==> src/rtl/spi_slave_core.sv <==
// SPI slave oversampled in the clk domain: all four CPOL/CPHA modes, configurable
// word width and bit order, show-ahead TX/RX FIFOs and sticky error flags.
module spi_slave_core #(
  parameter int                DATA_W       = 8,
  parameter int                TX_DEPTH     = 4,
  parameter int                RX_DEPTH     = 4,
  parameter int                SYNC_STAGES  = 2,
  parameter bit                LSB_FIRST    = 1'b0,
  parameter logic [DATA_W-1:0] UNDERRUN_PAT = '0
) (
  input  logic                      clk,
  input  logic                      rst,
  input  logic                      spi_sck,
  input  logic                      spi_ssn,
  input  logic                      spi_mosi,
  output logic                      spi_miso,
  output logic                      spi_miso_oe,
  input  logic                      cpol,
  input  logic                      cpha,
  input  logic [DATA_W-1:0]         tx_dat,
  input  logic                      tx_vld,
  output logic                      tx_rdy,
  output logic [DATA_W-1:0]         rx_dat,
  output logic                      rx_vld,
  input  logic                      rx_rdy,
  output logic                      start,
  output logic                      done,
  output logic                      busy,
  output logic [$clog2(TX_DEPTH):0] tx_level,
  output logic [$clog2(RX_DEPTH):0] rx_level,
  output logic                      tx_underrun,
  output logic                      rx_overrun,
  input  logic                      clr_err
);
  localparam int TAW = $clog2(TX_DEPTH);
  localparam int RAW = $clog2(RX_DEPTH);
  localparam int CW  = $clog2(DATA_W);
  localparam logic [TAW:0]  TX_FULL = (TAW+1)'(TX_DEPTH);
  localparam logic [RAW:0]  RX_FULL = (RAW+1)'(RX_DEPTH);
  localparam logic [CW-1:0] LAST    = CW'(DATA_W-1);

  // Top bit of the sck/ssn chains is the previous synced sample, used for edge detect.
  logic [SYNC_STAGES:0]   sck_q, ssn_q;
  logic [SYNC_STAGES-1:0] mosi_q;
  logic sck_s, sck_p, ssn_s, ssn_p, mosi_s;
  logic act, lead, trail, samp_e, shift_e, load;

  always_ff @(posedge clk) begin
    if (rst) begin
      sck_q  <= '0;
      ssn_q  <= '1;
      mosi_q <= '0;
    end else begin
      sck_q  <= {sck_q[SYNC_STAGES-1:0], spi_sck};
      ssn_q  <= {ssn_q[SYNC_STAGES-1:0], spi_ssn};
      mosi_q <= {mosi_q[SYNC_STAGES-2:0], spi_mosi};
    end
  end

  assign sck_s  = sck_q[SYNC_STAGES-1];
  assign sck_p  = sck_q[SYNC_STAGES];
  assign ssn_s  = ssn_q[SYNC_STAGES-1];
  assign ssn_p  = ssn_q[SYNC_STAGES];
  assign mosi_s = mosi_q[SYNC_STAGES-1];

  assign busy        = ~ssn_s;
  assign spi_miso_oe = busy;
  assign start       = ssn_p & ~ssn_s;
  assign done        = ~ssn_p & ssn_s;

  // Edges count only once select has been low for two synced samples.
  assign act     = ~ssn_s & ~ssn_p;
  assign lead    = act & (sck_p == cpol) & (sck_s != cpol);
  assign trail   = act & (sck_p != cpol) & (sck_s == cpol);
  assign samp_e  = cpha ? trail : lead;
  assign shift_e = cpha ? lead : trail;

  // ---------------- receive ----------------
  logic [CW-1:0]     bit_cnt_q, bit_cnt_d;
  logic [DATA_W-1:0] rx_sr_q, rx_sr_d;
  logic              rx_push_q, rx_push_d;

  always_comb begin
    bit_cnt_d = bit_cnt_q;
    rx_sr_d   = rx_sr_q;
    rx_push_d = 1'b0;
    if (!busy) begin
      bit_cnt_d = '0;
    end else if (samp_e) begin
      rx_sr_d = LSB_FIRST ? {mosi_s, rx_sr_q[DATA_W-1:1]} : {rx_sr_q[DATA_W-2:0], mosi_s};
      if (bit_cnt_q == LAST) begin
        bit_cnt_d = '0;
        rx_push_d = 1'b1;
      end else begin
        bit_cnt_d = bit_cnt_q + CW'(1);
      end
    end
  end

  always_ff @(posedge clk) begin
    if (rst) begin
      bit_cnt_q <= '0;
      rx_sr_q   <= '0;
      rx_push_q <= 1'b0;
    end else begin
      bit_cnt_q <= bit_cnt_d;
      rx_sr_q   <= rx_sr_d;
      rx_push_q <= rx_push_d;
    end
  end

  logic [DATA_W-1:0] rx_mem [RX_DEPTH];
  logic [RAW-1:0]    rx_wr_q, rx_rd_q;
  logic [RAW:0]      rx_cnt_q;
  logic              rx_pop, rx_full, rx_wr, ovr_set;

  assign rx_vld   = (rx_cnt_q != '0);
  assign rx_dat   = rx_mem[rx_rd_q];
  assign rx_level = rx_cnt_q;
  assign rx_pop   = rx_vld & rx_rdy;
  assign rx_full  = (rx_cnt_q == RX_FULL);
  assign rx_wr    = rx_push_q & (~rx_full | rx_pop);
  assign ovr_set  = rx_push_q & rx_full & ~rx_pop;

  // ---------------- transmit ----------------
  logic [DATA_W-1:0] tx_mem [TX_DEPTH];
  logic [TAW-1:0]    tx_wr_q, tx_rd_q;
  logic [TAW:0]      tx_cnt_q;
  logic              tx_push, tx_pop, tx_empty, urun_set;
  logic [DATA_W-1:0] tx_sr_q, tx_sr_d, tx_word;
  logic              miso_q;

  assign tx_empty = (tx_cnt_q == '0);
  assign tx_rdy   = ~rst & (tx_cnt_q != TX_FULL);
  assign tx_level = tx_cnt_q;
  assign tx_push  = tx_vld & tx_rdy;
  // cpha=0 preloads on select fall and again on the shift edge that follows each word.
  assign load     = (~cpha & start) | (shift_e & (bit_cnt_q == '0));
  assign tx_pop   = load & ~tx_empty;
  assign urun_set = load & tx_empty;
  assign tx_word  = tx_empty ? UNDERRUN_PAT : tx_mem[tx_rd_q];

  always_comb begin
    tx_sr_d = tx_sr_q;
    if (load)         tx_sr_d = tx_word;
    else if (shift_e) tx_sr_d = LSB_FIRST ? (tx_sr_q >> 1) : (tx_sr_q << 1);
  end

  assign spi_miso = miso_q;

  always_ff @(posedge clk) begin
    if (rx_wr)   rx_mem[rx_wr_q] <= rx_sr_q;
    if (tx_push) tx_mem[tx_wr_q] <= tx_dat;
  end

  always_ff @(posedge clk) begin
    if (rst) begin
      rx_wr_q     <= '0;
      rx_rd_q     <= '0;
      rx_cnt_q    <= '0;
      tx_wr_q     <= '0;
      tx_rd_q     <= '0;
      tx_cnt_q    <= '0;
      tx_sr_q     <= '0;
      miso_q      <= 1'b0;
      tx_underrun <= 1'b0;
      rx_overrun  <= 1'b0;
    end else begin
      if (rx_wr)   rx_wr_q <= rx_wr_q + RAW'(1);
      if (rx_pop)  rx_rd_q <= rx_rd_q + RAW'(1);
      rx_cnt_q <= rx_cnt_q + (RAW+1)'(rx_wr) - (RAW+1)'(rx_pop);
      if (tx_push) tx_wr_q <= tx_wr_q + TAW'(1);
      if (tx_pop)  tx_rd_q <= tx_rd_q + TAW'(1);
      tx_cnt_q <= tx_cnt_q + (TAW+1)'(tx_push) - (TAW+1)'(tx_pop);
      tx_sr_q  <= tx_sr_d;
      if (load | shift_e) miso_q <= LSB_FIRST ? tx_sr_d[0] : tx_sr_d[DATA_W-1];
      tx_underrun <= urun_set | (tx_underrun & ~clr_err);
      rx_overrun  <= ovr_set  | (rx_overrun  & ~clr_err);
    end
  end

endmodule

==> config.mk <==
export PLATFORM = sky130hd
export DESIGN_NAME = spi_slave_core
export DESIGN_NICKNAME = d
export VERILOG_FILES = /design/src/rtl/spi_slave_core.sv
export SDC_FILE = /design/constraint.sdc
export NUM_CORES = 1
export LEC_CHECK = 0
export ABC_CLOCK_PERIOD_IN_PS = 4880
export CAP_MARGIN = 20
export CORE_MARGIN = 2
export CORE_UTILIZATION = 40
export DETAILED_ROUTE_END_ITERATION = 8
export PLACE_DENSITY = 0.64
export SYNTH_ARGS = -nofsm -noshare
export SYNTH_HDL_FRONTEND = slang
export SYNTH_SLANG_ARGS = --single-unit
==> constraint.sdc <==
create_clock -name clk -period 4.88 [get_ports clk]
set_input_delay 0.732 -clock clk [delete_from_list [all_inputs] [get_ports clk]]
set_output_delay 0.732 -clock clk [all_outputs]
set_load 0.03 [all_outputs]
==> results.md, run 1 <==
* Run status: completed
* Buffers from clock root to sink, at most at 2
* Worst Setup Slack, final at 1762 ps
* Crit path capture type: register
* CTS buffer count at 17
* Unrepaired setup endpoints after global routing: no
* Initial detailed-routing violation count at 74
* WHS Path Cells at 1
* Number of enable flip-flop cells after synthesis at 64
* Total number of placement rows at 38
* Worst-path cell with the longest stage delay: sky130_fd_sc_hd__clkdlybuf4s50_1
* Dominant synthesized flop cell: sky130_fd_sc_hd__edfxtp_1
* Synth-to-layout area growth at 25.62%
* Relative slew slack at 0.4786
* Cells taking the most area after synthesis: sky130_fd_sc_hd__edfxtp_1, sky130_fd_sc_hd__dfxtp_1, sky130_fd_sc_hd__mux4_2
* Worst hold path class: reg -> reg
* Fin. max-slew vios at 0
* Number of diodes added for antenna fixing at 0
* Required time of the critical path at 5150 ps
* Count of unresolved DRC violations after routing at 0
* Later-pin clock latency in the skew report at approximately 400 ps
* Syn avg cell area at 14.29 µm²
* Register-to-register setup slack at about 2200 ps
* Unique cell type count in the Yosys netlist at 43
* Top-Level Pins at approximately 40
* Buffer count from post-CTS setup fixing at 0
* IO buf count at 40
* Sequential-to-total area share from yosys stat at 0.6427
* WP data arrival at around 3400 ps
* GRT overflow at 0
* Area of the core at 10940 µm²
* Time the final worst path needs with I/O delays and setup at about 3100 ps
* Layout net count at 395
* Tightest Pin Transition at 782.1 ps
* Accumulated negative setup slack at 0 ps
* Total power draw at ~2.7 mW
* Pin count of the biggest net entering global routing at 45
* Startpoint of the lowest-slack register-to-register path: sck_q[2]$_SDFF_PP0_
* Count of clock tree sinks at 113
* ANT nets after route at 0
* P per Cell Area at 479.3 nW/µm²
* Post-Syn Nets at 351
* Initial Util at 0.4130
* Vias in the first global route at 2467
* Placement Setup Slack at 1340 ps
* Cell count after synthesis at 316
* P_leak at 2.064 nW
* Peak clock frequency supported by timing at 0.3207 GHz
* Fin util at 0.5189
* Fraction of synthesized cell area taken by the top area cell type at 0.4255
* Endpoint of the worst register-to-register path: tx_level[2]$_SDFF_PP0_
* Cell area after synthesis at 4517 µm²
* Wire length of the first global-routing pass at 12.33 mm
* Clock-pin slew on the worst setup and hold paths at approximately 50 ps
* Kind of start point of the critical path: primary input
* Post-Place Cells at 481
* HPWL reported at the end of detailed placement at 4.864 mm
* Period utilization at 0.6390
* Share of async-settable or async-resettable flops after synthesis at 0
* Switching pwr at between 600 and 700 µW
* Total routing resource utilization after global routing at 0.1395
* Number of cells in the finished layout apart from fillers at 513
* Post-CTS Resized at 0
* #FFs+latches synth at 113
* H-tree levels at 4
* Worst hold start: ssn_q[0]$_SDFF_PP1_
* Most used standard cell by instance count after synthesis: sky130_fd_sc_hd__edfxtp_1
* Placer Congestion at 0.7398
* Routed len/inst at 14.80 µm
* Clock skew at a little under 9 ps
* Sequential share of power at 0.405
* Clock tree from TritonCTS: built
* FF-to-FF path depth at 10
* Worst-case hold slack at between 400 and 500 ps
* Worst IR drop on VDD at 0.2390 mV
* Maximum fanout count along the critical path at 5
* Setup violations, final at 0
* Detailed-route vias per instance at about 4.9
* Non-Filler Cell Area, Final at 5674 µm²
* Die span in y at 110.3 µm
* Total via count after detailed routing at between 2000 and 3000
* Die area at 12160 µm²
* Destination of the worst hold path: ssn_q[1]$_SDFF_PP1_
* Detailed-route wire length at 7.593 mm
* Internal power component at 2.104 mW
* Delay of the slowest cell on the worst path at between 500 and 600 ps
* Fraction of power spent switching nets at 0.2264
* Share of total power in the clock network at 0.486
* Max Cap Violations at 0
* Final hold violation count at 0
* TritonRoute pass-1 iters at 4
* Area after detailed placement at 5032 µm²
* Number of antenna violations at the first check in global routing at 0
* Share of post-route cells with drive strength above 1 at 0.1475
* Gate power share at 0.110
* Hold Buf Count CTS at 0
* Cell taking the most area after synthesis: sky130_fd_sc_hd__edfxtp_1
* Cells along the critical path: clkdlybuf4s50_1 -> nor3b_1 -> o41ai_1 -> a211oi_2 -> ha_1 -> inv_1 -> ha_1 -> fa_1 -> xnor2_1 -> xnor2_1 -> nor2_1
* Ranking of synthesized cells by instance count: sky130_fd_sc_hd__edfxtp_1, sky130_fd_sc_hd__dfxtp_1, sky130_fd_sc_hd__nor2_1
* Horizontal extent of the die at 110.3 µm
* Library cell used as clock root buffer: sky130_fd_sc_hd__clkbuf_16
* Class of the most critical setup path: in -> reg
* Yosys warning total at 0
routing by layer:
| layer | vias up | routed length (µm) | GRT usage |
|---|---|---|---|
| met2 | 37 | 3809 | 0.2296 |
| met4 | 0 | 119 | 0.07232 |
| li1 | 1237 | - | - |
| met1 | 1221 | 3441 | 0.1648 |
| met3 | 12 | 223 | 0.04233 |
| met5 | - | 0 | 0 |
layout by cell type, fill, tap and decap left out, types with 3 or more instances in the layout:
master | Yosys | routed
sky130_fd_sc_hd__a211oi_1 | 6 | 6
sky130_fd_sc_hd__a21oi_1 | 6 | 6
sky130_fd_sc_hd__a22oi_1 | 7 | 7
sky130_fd_sc_hd__and2_1 | 6 | 6
sky130_fd_sc_hd__and3_1 | 4 | 4
sky130_fd_sc_hd__bufinv_16 | 0 | 4
sky130_fd_sc_hd__clkbuf_16 | 0 | 18
sky130_fd_sc_hd__clkdlybuf4s50_1 | 0 | 40
sky130_fd_sc_hd__clkinvlp_4 | 0 | 3
sky130_fd_sc_hd__dfxtp_1 | 49 | 49
sky130_fd_sc_hd__edfxtp_1 | 64 | 64
sky130_fd_sc_hd__ha_1 | 15 | 15
sky130_fd_sc_hd__inv_1 | 17 | 17
sky130_fd_sc_hd__mux2i_1 | 13 | 13
sky130_fd_sc_hd__mux4_2 | 16 | 16
sky130_fd_sc_hd__nand2_1 | 5 | 5
sky130_fd_sc_hd__nor2_1 | 32 | 32
sky130_fd_sc_hd__nor2b_1 | 14 | 14
sky130_fd_sc_hd__nor3_1 | 3 | 3
sky130_fd_sc_hd__nor4b_1 | 3 | 3
sky130_fd_sc_hd__or2_2 | 4 | 4
sky130_fd_sc_hd__or3_1 | 3 | 3
sky130_fd_sc_hd__xnor2_1 | 8 | 8
flip-flops by register name, summed over array words and instances, names as in the netlist, 3 cells and up, named ones only:
register,cells
bit_cnt_q,3
rx_level,3
rx_mem,32
rx_sr_q,8
sck_q,3
ssn_q,3
tx_level,3
tx_mem,32
tx_sr_q,8
layout make-up:
type | count | area (µm²)
clock buffer | 22 | 485.5
multi-input combinational | 170 | 1483
clock inverter | 10 | 156.4
sequential | 113 | 2903
tap | 140 | 175.2
inverter | 17 | 63.81
timing repair buffer | 41 | 407.9
fill | 919 | 5261
power groups by stage:
stage,Sequential [mW],Clock [mW],Combinational [mW]
2_1_floorplan,1.12,0,0.198
3_3_place_gp,1.12,0,0.293
3_5_place_dp,1.12,0,0.300
4_1_cts,1.10,1.34,0.303
5_1_grt,1.11,1.39,0.330
6_report,1.10,1.32,0.298
kinds of logic after synthesis:
kind of cell,count (synthesis),synth area share
flip-flops,113,0.6427
AND/OR/NAND/NOR,84,0.09834
buffers and inverters,33,0.02908
AO/OA/AOI/OAI,30,0.04986
multiplexers,29,0.1086
adder cells (fa/ha/maj),17,0.05042
XOR/XNOR,10,0.02105
worst max path at each step:
| stage | from | end |
|---|---|---|
| 6_report | cpol | tx_level[2]$_SDFF_PP0_ |
| 2_1_floorplan | rst | tx_level[2]$_SDFF_PP0_ |
| 4_1_cts | cpol | tx_level[2]$_SDFF_PP0_ |
| 3_5_place_dp | cpol | tx_level[2]$_SDFF_PP0_ |
| 3_3_place_gp | cpol | tx_level[2]$_SDFF_PP0_ |
| 5_1_grt | cpol | tx_level[2]$_SDFF_PP0_ |
worst max-delay path: cells and delay by family:
kind / cells / cell delay [ps]
xor+xnor: 2 / 310
buf+inv: 2 / 620
compound gates: 2 / 740
simple gates: 2 / 130
fa+ha+maj: 3 / 860
No activity file was read; power rests on OpenSTA's default activity.
==> run 2: changes to the inputs <==
Settings changed: ABC_CLOCK_PERIOD_IN_PS 4880 to 3000.
Clock period 4.88 ns to 3 ns, I/O delays scaled along.
==> results.md, run 2 (synthesis results as in run 1) <==
* Commonest cells after routing, fill and taps aside: sky130_fd_sc_hd__edfxtp_1, sky130_fd_sc_hd__dfxtp_1, sky130_fd_sc_hd__clkdlybuf4s50_1, sky130_fd_sc_hd__nor2_1
* Setup violations, final at 0
* Max Cap Violations at 0
* Worst IR drop on VDD at 0.3334 mV
* Unrepaired setup endpoints after global routing: no
* Synth-to-layout area growth at 26.18%
* Hold Buf Count CTS at 0
* Endpoint of the most critical setup path: rx_dat[6]
* Detailed-route vias per instance at 4.843
* Required time of the critical path at 2550 ps
* Total via count after detailed routing at 2528
* FF-to-FF path depth at 10
* Library cell used as clock root buffer: sky130_fd_sc_hd__clkbuf_16
* Most frequent standard cell in the layout excluding fill and tap cells: sky130_fd_sc_hd__edfxtp_1
* Share of post-route cells with drive strength above 1 at 0.1623
* Count of unresolved DRC violations after routing at 0
* Run status: completed
* Initial Util at 0.4130
* Non-Filler Cell Area, Final at 5699 µm²
* Initial detailed-routing violation count at 82
* Time the final worst path needs with I/O delays and setup at 2672 ps
* Startpoint of the lowest-slack register-to-register path: sck_q[1]$_SDFF_PP0_
* Die span in y at 110.3 µm
* Endpoint of the worst register-to-register path: tx_level[2]$_SDFF_PP0_
* Clock-pin slew on the worst setup and hold paths at 60 ps
* Routed len/inst at 14.09 µm
* Die area at 12160 µm²
* GR Layer Usage met2 at 0.2309
* Kind of start point of the critical path: register
* Area after detailed placement at 5097 µm²
* Clock tree from TritonCTS: built
* Top-Level Pins at 41
* Buffer count from post-CTS setup fixing at 0
* HPWL reported at the end of detailed placement at 4.870 mm
* Worst hold path class: reg -> reg
* H-tree levels at 4
* Post-CTS Resized at 0
* WP data arrival at 2220 ps
* Vias in the first global route at 2548
* Horizontal extent of the die at 110.3 µm
* Total routing resource utilization after global routing at 0.1375
* Number of diodes added for antenna fixing at 0
* Clock skew at 11.67 ps
* Fin. max-slew vios at 0
* CTS buffer count at 17
* Relative slew slack at 0.6355
* Wire length of the first global-routing pass at 12.24 mm
* Total number of placement rows at 38
* Layout net count at 404
* Buffers from clock root to sink, at most at 2
* Placer Congestion at just over 0.7
* Detailed-route wire length at about 7.4 mm
* M1 GR Usage at 0.1601
* Busiest metal layer after global routing: met2
* P_leak at 2.091 nW
* Largest registers ranked by flip-flop count: rx_mem x32, tx_mem x32
* Later-pin clock latency in the skew report at 400 ps
* ANT nets after route at 0
* Register-to-register setup slack at about 500 ps
* Maximum fanout count along the critical path at 8
* Tightest Pin Transition at 546.0 ps
* Count of clock tree sinks at 113
* Number of antenna violations at the first check in global routing at 0
* P per Cell Area at 754.1 nW/µm²
* Fraction of met3 tracks used by global routing at 0.04056
* GRT overflow at 0
* Class of the most critical setup path: reg -> out
* TritonRoute pass-1 iters at 4
* Accumulated negative setup slack at 0 ps
* Crit path capture type: primary output
* Period utilization at 0.8907
* Worst-case hold slack at 417.1 ps
* Pin count of the biggest net entering global routing at 45
* IO buf count at 40
* Final hold violation count at 0
* Peak clock frequency supported by timing at 0.3743 GHz
* Area of the core at 10940 µm²
run 2: through the flow:
step           worst slack, ps  utilization  total power, mW  std cells
6_report                 328.0       0.5212            4.298        522
5_1_grt                  159.6       0.5212            4.497        522
4_1_cts                  244.1       0.5212            4.352        522
3_5_place_dp             21.15       0.4661            2.312        490
3_3_place_gp             42.45       0.4661            2.302        490
2_1_floorplan            77.47            -            2.142        316
run 2: routing by layer:
metal | vias up | routed length, µm | part of all wire
met1 | 1240 | 3478 | 0.47
li1 | 1251 | - | -
met5 | - | 0 | 0
met4 | 0 | 57 | 0.0078
met2 | 33 | 3655 | 0.50
met3 | 4 | 161 | 0.022
run 2: cell type report:
class | count | area (µm²)
Clock buffer | 20 | 436.7
Clock inverter | 12 | 165.2
Fill cell | 914 | 5236
Inverter | 17 | 63.81
Multi-Input combinational cell | 170 | 1483
Sequential cell | 113 | 2903
Tap cell | 140 | 175.2
Timing Repair Buffer | 50 | 473.0
run 2: report_power, final:
| group | switching [mW] | leakage [nW] | internal (mW) |
|---|---|---|---|
| Combinational | 0.238 | 0.800 | 0.246 |
| Clock | 0.649 | 0.287 | 1.38 |
| Sequential | 0.0840 | 1.00 | 1.70 |
| Total | 0.971 | 2.09 | 3.33 |
run 2: worst min-delay path by stage:
| stage | from | to | slack (ps) | cells past startpoint |
|---|---|---|---|---|
| after floorplan | ssn_q[0]$_SDFF_PP1_ | ssn_q[1]$_SDFF_PP1_ | 390 | 1 |
| after global placement | ssn_q[0]$_SDFF_PP1_ | ssn_q[1]$_SDFF_PP1_ | 390 | 1 |
| after detailed placement | ssn_q[0]$_SDFF_PP1_ | ssn_q[1]$_SDFF_PP1_ | 400 | 1 |
| after CTS | ssn_q[0]$_SDFF_PP1_ | ssn_q[1]$_SDFF_PP1_ | 410 | 1 |
| after global routing | ssn_q[0]$_SDFF_PP1_ | ssn_q[1]$_SDFF_PP1_ | 420 | 1 |
| final | ssn_q[0]$_SDFF_PP1_ | ssn_q[1]$_SDFF_PP1_ | 420 | 1 |
run 2: critical path, cell delays in order (launching register included):
cell,delay [ps]
sky130_fd_sc_hd__dfxtp_1,650
sky130_fd_sc_hd__mux4_2,570
sky130_fd_sc_hd__clkdlybuf4s50_1,610
==> run 3: changes to the inputs <==
Settings changed: CORE_MARGIN 2 to 8, PLACE_DENSITY 0.64 to default.
==> results.md, run 3 (synthesis results as in run 1) <==
* Run status: completed
* Hold Buf Count CTS at 0
* Largest registers ranked by flip-flop count: rx_mem x32, tx_mem x32
* Horizontal extent of the die at 122.3 µm
* Tightest Pin Transition at 589.4 ps
* Vias in the first global route at 2663
* Total number of placement rows at 39
* Count of unresolved DRC violations after routing at 0
* Count of clock tree sinks at ~110
* ANT nets after route at 0
* Fin util at 0.5058
* Non-Filler Cell Area, Final at about 5700 µm²
* Gate power share at 0.117
* FF-to-FF path depth at 10
* Clock tree from TritonCTS: built
* Layout net count at 403
* Die area at 14950 µm²
* Period utilization at 0.9183
* Final hold violation count at 0
* Total via count after detailed routing at 2534
* Setup violations, final at 0
* Number of antenna violations at the first check in global routing at 0
* Die span in y at 122.3 µm
* Total routing resource utilization after global routing at 0.1204
* P_leak at 2.066 nW
* Placer Congestion at 0.7055
* HPWL reported at the end of detailed placement at 5.636 mm
* Share of post-route cells with drive strength above 1 at 0.1732
* Buffers from clock root to sink, at most at 2
* Initial Util at 0.4025
* Sequential share of power at 0.424
* H-tree levels at 4
* Later-pin clock latency in the skew report at 400 ps
* Fraction of power spent switching nets at 0.2485
* Switching pwr at 1.050 mW
* CTS buffer count at 17
* P per Cell Area at between 700 and 800 nW/µm²
* Register cell area after layout at a little under 3000 µm²
* GRT overflow at 0
* Relative slew slack at 0.6065
* Clock-pin slew on the worst setup and hold paths at 60 ps
* Wire length of the first global-routing pass at about 13 mm
* Class of the most critical setup path: reg -> out
* IO buf count at 40
* Top-Level Pins at 41
* Required time of the critical path at 2550 ps
* Time the final worst path needs with I/O delays and setup at between 2000 and 3000 ps
* Filler cells at just under 1000
* Number of diodes added for antenna fixing at 0
* Worst hold path class: reg -> reg
* Worst IR drop on VDD at 0.5461 mV
* Unrepaired setup endpoints after global routing: no
* Most frequent standard cell in the layout excluding fill and tap cells: sky130_fd_sc_hd__edfxtp_1
* Post-Place Cells at 492
* WHS Path Cells at 1
* Detailed-route vias per instance at approximately 4.8
* Detailed-route wire length at 8.318 mm
* Buffer count from post-CTS setup fixing at 0
* Routed len/inst at between 15 and 20 µm
* Area of the multi-input gates at 1483 µm²
* Post-CTS Resized at 0
* Area of the core at 11220 µm²
* Number of cells in the finished layout apart from fillers at between 500 and 600
* Crit path capture type: primary output
* Initial detailed-routing violation count at 96
* Library cell used as clock root buffer: sky130_fd_sc_hd__clkbuf_16
* Peak clock frequency supported by timing at 0.3630 GHz
* Share of total power in the clock network at 0.459
* Internal power component at 3.176 mW
* Maximum fanout count along the critical path at 8
* Commonest cells after routing, fill and taps aside: sky130_fd_sc_hd__edfxtp_1, sky130_fd_sc_hd__dfxtp_1, sky130_fd_sc_hd__clkdlybuf4s50_1, sky130_fd_sc_hd__nor2_1
* Synth-to-layout area growth at 25.68%
* Max Cap Violations at 0
* Area after detailed placement at ~5100 µm²
* Pin count of the biggest net entering global routing at 45
* WP data arrival at 2300 ps
* Kind of start point of the critical path: register
* Clock skew at 7.626 ps
* Fin. max-slew vios at 0
* TritonRoute pass-1 iters at 5
run 3: changes by cell type in the layout (fill, tap and decap cells not counted), moves of 2 or more:
cell and delta:
sky130_fd_sc_hd__clkinvlp_4 +4, sky130_fd_sc_hd__inv_6 +4, sky130_fd_sc_hd__clkbuf_1 -3, sky130_fd_sc_hd__bufinv_16 -2, sky130_fd_sc_hd__clkinv_1 -2
run 3: power groups by stage:
stage | Combinational (mW) | Sequential, mW | Clock, mW
2_1_floorplan | 0.322 | 1.82 | 0
3_3_place_gp | 0.493 | 1.82 | 0
3_5_place_dp | 0.503 | 1.83 | 0
4_1_cts | 0.506 | 1.79 | 1.97
5_1_grt | 0.542 | 1.81 | 2.05
6_report | 0.496 | 1.79 | 1.94
run 3: path summary, 6_finish.rpt:
path                            slack, ps                 from                     end
worst max-delay path                  250             register               rx_dat[2]
worst min-delay path                  420  ssn_q[0]$_SDFF_PP1_     ssn_q[1]$_SDFF_PP1_
worst min register to register        420  ssn_q[0]$_SDFF_PP1_     ssn_q[1]$_SDFF_PP1_
worst max register to register        440  sck_q[1]$_SDFF_PP0_  tx_level[2]$_SDFF_PP0_
run 3: routing by layer:
layer / track usage / vias up / wire [µm]
met5: 0 / - / 0
met3: 0.04554 / 10 / 355
met1: 0.1384 / 1226 / 3710
met2: 0.1985 / 49 / 4145
li1: - / 1249 / -
met4: 0.05103 / 0 / 106
run 3: critical path, stage by stage, from the launching register on:
cell and delay, ps:
sky130_fd_sc_hd__dfxtp_1 690, sky130_fd_sc_hd__mux4_2 600, sky130_fd_sc_hd__clkdlybuf4s50_1 610
run 3: layout make-up:
class / count / area share
Sequential cell: 113 / 0.5114
Multi-Input combinational cell: 170 / 0.2612
Timing Repair Buffer: 49 / 0.08199
Clock buffer: 17 / 0.07494
Tap cell: 143 / 0.03152
Clock inverter: 15 / 0.02777
Inverter: 17 / 0.01124
run 3: stage by stage:
| step | hold slack, ps | setup TNS [ps] | setup slack (ps) | total power, mW |
|---|---|---|---|---|
| 2_1_floorplan | 389.5 | 0 | 77.47 | 2.142 |
| 3_3_place_gp | 394.5 | 0 | 3.296 | 2.317 |
| 3_5_place_dp | 400.3 | -31.14 | -31.14 | 2.330 |
| 4_1_cts | 417.3 | 0 | 178.4 | 4.268 |
| 5_1_grt | 422.7 | 0 | 88.92 | 4.396 |
| 6_report | 415.0 | 0 | 245.1 | 4.226 |
